[src/rtl/cpu_memory.sv]
// Memory-side responder for the 8-bit CPU: 256-byte RAM with a byte-stream program loader.
// Optional write protection of addresses >= PROT_BASE is enabled by defining WRITE_PROTECT_EN.
module cpu_memory #(
  parameter int                DATA_W    = 8,
  parameter int                ADDR_W    = 8,
  parameter int                LOAD_LEN  = 256,
  parameter logic [ADDR_W-1:0] PROT_BASE = 8'hC0
) (
  input  logic              clk,
  input  logic              reset,
  input  logic [ADDR_W-1:0] cpu_addr,
  input  logic [DATA_W-1:0] cpu_wdata,
  input  logic              cpu_write,
  output logic [DATA_W-1:0] cpu_rdata,
  output logic              cpu_reset_n,
  input  logic              load_start,
  input  logic [DATA_W-1:0] load_data,
  input  logic              load_valid,
  output logic              load_ready,
  output logic              loading,
`ifdef WRITE_PROTECT_EN
  output logic              prot_fault,
`endif
  output logic              load_done
);

  typedef enum logic [1:0] {IDLE, LOAD, RUN} state_e;

  localparam logic [ADDR_W-1:0] LAST_IDX = ADDR_W'(LOAD_LEN - 1);
`ifdef WRITE_PROTECT_EN
  localparam bit WP_EN = 1'b1;
`else
  localparam bit WP_EN = 1'b0;
`endif

  state_e            state_q, state_d;
  logic [ADDR_W-1:0] cnt_q, cnt_d;
  logic              load_done_q, load_done_d;
  logic [DATA_W-1:0] rdata_q;
  logic [DATA_W-1:0] mem [2**ADDR_W];

  logic load_we, prot_drop, cpu_we;

  // Loader and CPU writes are mutually exclusive by state, so one RAM write port suffices.
  assign load_we   = (state_q == LOAD) && load_valid;
  assign prot_drop = WP_EN && (state_q == RUN) && cpu_write && (cpu_addr >= PROT_BASE);
  assign cpu_we    = (state_q == RUN) && cpu_write && !prot_drop;

  always_comb begin
    // NOTE: every signal gets a default first so no path leaves it unassigned (no latches).
    state_d     = state_q;
    cnt_d       = cnt_q;
    load_done_d = 1'b0;
    unique case (state_q)
      IDLE: if (load_start) begin
        state_d = LOAD;
        cnt_d   = '0;
      end
      LOAD: if (load_valid) begin
        if (cnt_q == LAST_IDX) begin
          state_d     = RUN;
          cnt_d       = '0;
          load_done_d = 1'b1;
        end else begin
          cnt_d = cnt_q + 1'b1;
        end
      end
      RUN: if (load_start) begin
        state_d = LOAD;
        cnt_d   = '0;
      end
      default: state_d = IDLE;
    endcase
  end

  always_ff @(posedge clk or negedge reset) begin
    if (!reset) begin
      // NOTE: sequential state uses non-blocking assignments so all registers update together.
      state_q     <= IDLE;
      cnt_q       <= '0;
      load_done_q <= 1'b0;
      rdata_q     <= '0;
    end else begin
      state_q     <= state_d;
      cnt_q       <= cnt_d;
      load_done_q <= load_done_d;
      rdata_q     <= cpu_we ? cpu_wdata : mem[cpu_addr];
    end
  end

  // NOTE: the RAM array has no reset; its contents deliberately survive a reset.
  always_ff @(posedge clk) begin
    if (load_we)     mem[cnt_q]    <= load_data;
    else if (cpu_we) mem[cpu_addr] <= cpu_wdata;
  end

`ifdef WRITE_PROTECT_EN
  logic fault_q;
  always_ff @(posedge clk or negedge reset) begin
    if (!reset)          fault_q <= 1'b0;
    else if (load_start) fault_q <= 1'b0;
    else if (prot_drop)  fault_q <= 1'b1;
  end
  assign prot_fault = fault_q;
`endif

  assign cpu_rdata   = rdata_q;
  assign cpu_reset_n = (state_q == RUN);
  assign load_ready  = (state_q == LOAD);
  assign loading     = (state_q == LOAD);
  assign load_done   = load_done_q;

endmodule

[config.mk]
export PLATFORM = sky130hd
export DESIGN_NAME = cpu_memory
export DESIGN_NICKNAME = d
export VERILOG_FILES = /design/src/rtl/cpu_memory.sv
export SDC_FILE = /design/constraint.sdc
export NUM_CORES = 2
export LEC_CHECK = 0
export ABC_CLOCK_PERIOD_IN_PS = 12000
export CORE_ASPECT_RATIO = 1.4
export CORE_UTILIZATION = 40
export CTS_BUF_LIST = sky130_fd_sc_hd__clkbuf_4
export DETAILED_ROUTE_END_ITERATION = 12
export GPL_ROUTABILITY_DRIVEN = 0
export PLACE_DENSITY = 0.57
export SETUP_SLACK_MARGIN = 0.05
export SYNTH_ARGS = -nofsm -noshare
export SYNTH_HDL_FRONTEND = slang
export SYNTH_SLANG_ARGS = --single-unit
[constraint.sdc]
create_clock -name clk -period 12 [get_ports clk]
set_input_delay 3 -clock clk [delete_from_list [all_inputs] [get_ports clk]]
set_output_delay 3 -clock clk [all_outputs]
set_load 0.02 [all_outputs]
Yosys cells after proc, flatten, opt, wreduce, memory -nomap -nowiden
Memory sizes are Yosys's and may differ from the RTL's. A register that Yosys moved wholly into a read port is not among the register bits.
Cells that the tools add are included.
{"block": "classes", "n_reduce_logical": 9, "muxes": 20, "addsub": 1, "eq_ne": 6}
{"cell": "two-way mux 8 bit", "count": 6}
{"cell": "one-hot mux 8 bit (2 select lines)", "count": 1}
{"cell": "two-way mux 1 bit", "count": 9}
{"cell": "adder 8 x 1 -> 8 bit (second input constant)", "count": 1}
{"cell": "equality test 8 bit (second input constant)", "count": 1}
{"cell": "OR reduction 8 bit", "count": 1}
{"cell": "two-way mux 2 bit", "count": 3}
{"cell": "AND reduction 3 bit", "count": 2}
{"cell": "!= test 2 x 1 -> 1 bit (second input constant)", "count": 2}
{"cell": "one-hot mux 2 bit (2 select lines)", "count": 1}
{"cell": "equality test 2 x 1 -> 1 bit (second input constant)", "count": 1}
{"cell": "equality test 2 bit (second input constant)", "count": 1}
{"cell": "logical AND 1 bit", "count": 2}
{"cell": "logical NOT 2 bit", "count": 1}
{"cell": "!= test 2 bit (second input constant)", "count": 1}
{"cell": "nonzero test 2 bit", "count": 1}
{"cell": "OR reduction 2 bit", "count": 1}
{"cell": "logical NOT 1 bit", "count": 1}
{"block": "word_totals", "inputBits": 29, "regBits": 20, "wordCells": 42, "output_inout_bits": 12, "ram_bits": 2048, "n_memories": 1}
{"memory": "mem", "depth": 256, "word_bits": 8, "read_ports": 1, "rd_ports_with_merged_regs": 1, "wr": 1, "line_no": "40", "source": "logic [DATA_W-1:0] mem [2**ADDR_W];"}

Longest topological paths before layout
{"block": "depth", "word_depth": 7, "ltp_mapped": 11, "mapped_depth_nobuf": 7}

Worst setup path before layout
No wires, ideal clock.
{"block": "synth_timing", "path_kind": "input to register", "startpoint": "input port cpu_write", "endpoint": "memory mem[0][0], data pin", "slack_ns": 4.551, "arrival_time_ns": 6.627, "cell_stages": 5, "n_path_buf": 1, "setup_time_ns": 0.823, "cell_sequence": "nand3b_1 -> inv_1 -> clkbuf_1 -> nand2_1 -> nand2_1"}
{"block": "synth_via", "elab_chain_len": 6}
{"item": "start, declared", "line_no": "13", "source": "input logic cpu_write,"}
{"item": "logical AND 1 bit", "line_no": "47", "source": "assign cpu_we = (state_q == RUN) && cpu_write && !prot_drop;"}
{"item": "two-way mux 1 bit", "line_no": "94", "source": "else if (cpu_we) mem[cpu_addr] <= cpu_wdata;"}
{"item": "two-way mux 1 bit", "line_no": "93", "source": "if (load_we) mem[cnt_q] <= load_data;"}
{"item": "two-way mux 1 bit (not written as such)", "line_no": "94"}
{"item": "OR reduction 8 bit (no line)"}
{"item": "two-way mux 8 bit (no line)"}
{"item": "end, declared", "line_no": "40"}
No other way between the ends.

==> impl_results.md <==
- Net count, final: 4305
- Slew Viols, Final: 0
- Initial antenna violation count: 6
- Clk_lat worst skew: 1260 ps
- Area growth syn-to-layout: 10.99%
- RSZ-0062 raised after global routing: no
- Drt wl/cell: 29.39 µm
- Max_cap viols: 0
- Sw Share: 23.65%
- Global-route usage over all layers: 20.82%
- Largest net degree at the start of global routing: 105
- Slowest cell on crit path: a211oi_1
- Overflow after GRT: 0
- Vias in the first global route: 42489
- # setup viols final: 0
- WP data required: 13010 ps
- # resized after CTS: 0
- LEAKAGE: 28.05 nW
- Total chip power: 14.37 mW
- Clock skew: 101.8 ps
- Hold Crit Start: cnt_q[3]
- Warnings, synthesis: 0
- Reg2reg start: state_q[0]
- Post-CTS Setup Bufs: 0
- Highest-count cells in the layout ignoring fill and taps: edfxtp_1 (2048), clkbuf_4 (682), mux4_2 (433)
- Crit end category: flip-flop
- Clock transition at the registers of the reported paths: 80 ps
- Htree depth: 5
- Fin util: 44.82%
- Tmin final: 6461 ps
- Die height: 534.0 µm
- I/O Pins: 41
- Final worst-path cycle share: 53.84%
- Sequential-to-total area share from yosys stat: 76.86%
- Mapped Avg Cell Area: 20.64 µm²
- Non-Filler Instances: 7281
- Final hold viol count: 0
- Hold path depth: 2
- Core ar.: 200300 µm²
- Largest buffer count on any clock path: 4
- Top FF cell, synth: edfxtp_1
- Worst hold path type: reg2reg
- Cells after Synth: 3919
- DR vias/cell: 5.635
- Cts bufs inserted: 456
- Pwr Density: 160.0 nW/µm²
- Fmax: 154.8 MHz
- CTS Root Buffer Type: clkbuf_4
- CTS tree: built
- Initial core utilization: 40.38%
- Worst path cell trace: buf_8, buf_4, buf_4, mux4_2, a22o_1, a21oi_1, o21ai_1, a211oi_1, nor4_1
- Reg2reg end: mem[183][3]
- VDD IR-drop max: 0.07211 mV
- Share of cells above drive strength 1: 28.17%
- Status: finished clean
- Syn_nets: 3949
- Leading cell type in the layout, fill and taps excluded: edfxtp_1
- Final ANT Viol Nets: 0
- Gate power share: 6.7%
- Port Buffer Count: 40
- First-pass GRT wire length: 304600 µm
- Post-synth ARST share: 0.9634%
- Area after DPL: 83980 µm²
- Most used cell, CP: buf_4
- Internal power: 10.97 mW
- DP Worst Slack: 4348 ps
- Sink Count: 2076
- Chip width: 382.0 µm
- Highest net fanout along the worst path: 58
- Clock power share: 37.3%
- Vias post-DR: 41029
- Sw power: 3.397 mW
- Die Area: 204000 µm²
- Post-synth EDFFs: 2048
- Final instance area: 89760 µm²
- Hpwl dp: 130400 µm
- Drt first pass iters: 6
- Worst Path Arrival: 7470 ps
- Final hold slack: 649.3 ps
- Startpoint types: input pin
- Mapped Area: 80870 µm²
- DR iter-0 viols: 3414
- Final setup margin: 5539 ps
- Routed WL: 214000 µm
- Reg2Reg Depth: 6
- Row cnt: 194
- End of the worst hold path: cnt_q[3]
- Seq pwr share: 56.0%
- Cell Count Post-Placement: 6463
- CP Class: in2reg
- Setup TNS: 0 ps
- Distinct cells, synth: 67
- # hold bufs at CTS: 0
- Crit-path max cell delay: 1030 ps
- Synth Register Bits: 2076
- Max-Slew Margin vs Limit: 11.93%
- DRC errors left: 0
- R2R Setup Slk: 7500 ps
- Slew @ Worst Pin: 1316 ps
-- critical path, delay by kind of cell --
family                 cells  cell delay, ps
buffers and inverters      3            1860
muxes                      1             600
and+or+nand+nor            1             120
AOI/OAI and AO/OA          4            1720
-- power groups by stage --
stage	sequential [mW]	combinational [mW]	clock (mW)
floorplan	8.22	0.551	0
global placement	8.20	0.964	0
detailed placement	8.20	0.974	0
CTS	8.04	0.975	5.48
global route	8.04	1.00	5.81
finish	8.04	0.969	5.35
-- sequential cells by signal (all words and copies together) (netlist names), named ones only --
signal and flops:
state_q 2, mem 2048, cnt_q 8, load_done 1
-- metal layers --
layer / part of all wire, % / GRT usage, % / wire length (µm)
met5: 0.0051 / 0 / 11
met4: 3.7 / 8.342 / 7876
met3: 6.3 / 3.934 / 13550
met2: 52 / 36.47 / 112100
met1: 38 / 25.27 / 80500
-- cells in the mapped netlist (8+ instances only) --
cell type | instances | area, µm²
a211oi_1 | 30 | 225.2
a21oi_1 | 93 | 465.5
a221oi_1 | 19 | 166.4
a22o_1 | 11 | 96.34
a22oi_1 | 159 | 1194
buf_1 | 20 | 75.07
buf_12 | 13 | 260.3
buf_2 | 45 | 225.2
buf_4 | 23 | 172.7
buf_6 | 25 | 281.5
buf_8 | 11 | 165.2
clkbuf_1 | 101 | 379.1
dfrtp_1 | 20 | 500.5
dfxtp_1 | 8 | 160.2
edfxtp_1 | 2048 | 61500
mux2_2 | 13 | 146.4
mux2i_1 | 163 | 1632
mux4_2 | 433 | 9752
nand2_1 | 123 | 461.7
nand2b_1 | 11 | 68.82
nand3_1 | 21 | 105.1
nand3b_1 | 12 | 90.09
nor2_1 | 281 | 1055
nor2b_1 | 24 | 150.1
nor3_1 | 10 | 50.05
nor4_1 | 14 | 87.58
o211ai_1 | 9 | 67.56
o21ai_0 | 23 | 115.1
o221ai_1 | 37 | 324.1
o22ai_1 | 25 | 156.4
-- cell type report --
type	instances	area [µm²]
fill	17282	110500
sequential	2076	62160
multi-input combinational	1601	17340
clock buffer	682	5120
tap	2646	3311
timing repair buffer	136	1161
clock inverter	126	629.4
antenna	10	25.02
inverter	4	15.01
-- logic make-up (layout without fill, tap and decap cells) --
group                      after synthesis  in the layout  share of synthesized area (%)
and+or+nand+nor                        534            534                          2.896
DFF                                   2076           2076                          76.86
xor gates and xnor gates                 5              5                        0.05416
other                                    0             10                              0
adders and majority gates                1              1                        0.01547
muxes                                  609            609                          14.26
buffers and inverters                  242            948                          1.946
AOI/OAI and AO/OA                      452            452                          3.965
-- worst max path at each step --
stage,end,from,slack [ps]
floorplan,mem[0][0],cpu_write,4550
global placement,flip-flop,cpu_addr[1],4100
global route,flip-flop,cpu_addr[0],5540
CTS,flip-flop,cpu_addr[1],5660
finish,flip-flop,cpu_addr[0],5540
detailed placement,flip-flop,cpu_addr[1],4350
No activity file was read; power rests on OpenSTA's default activity.
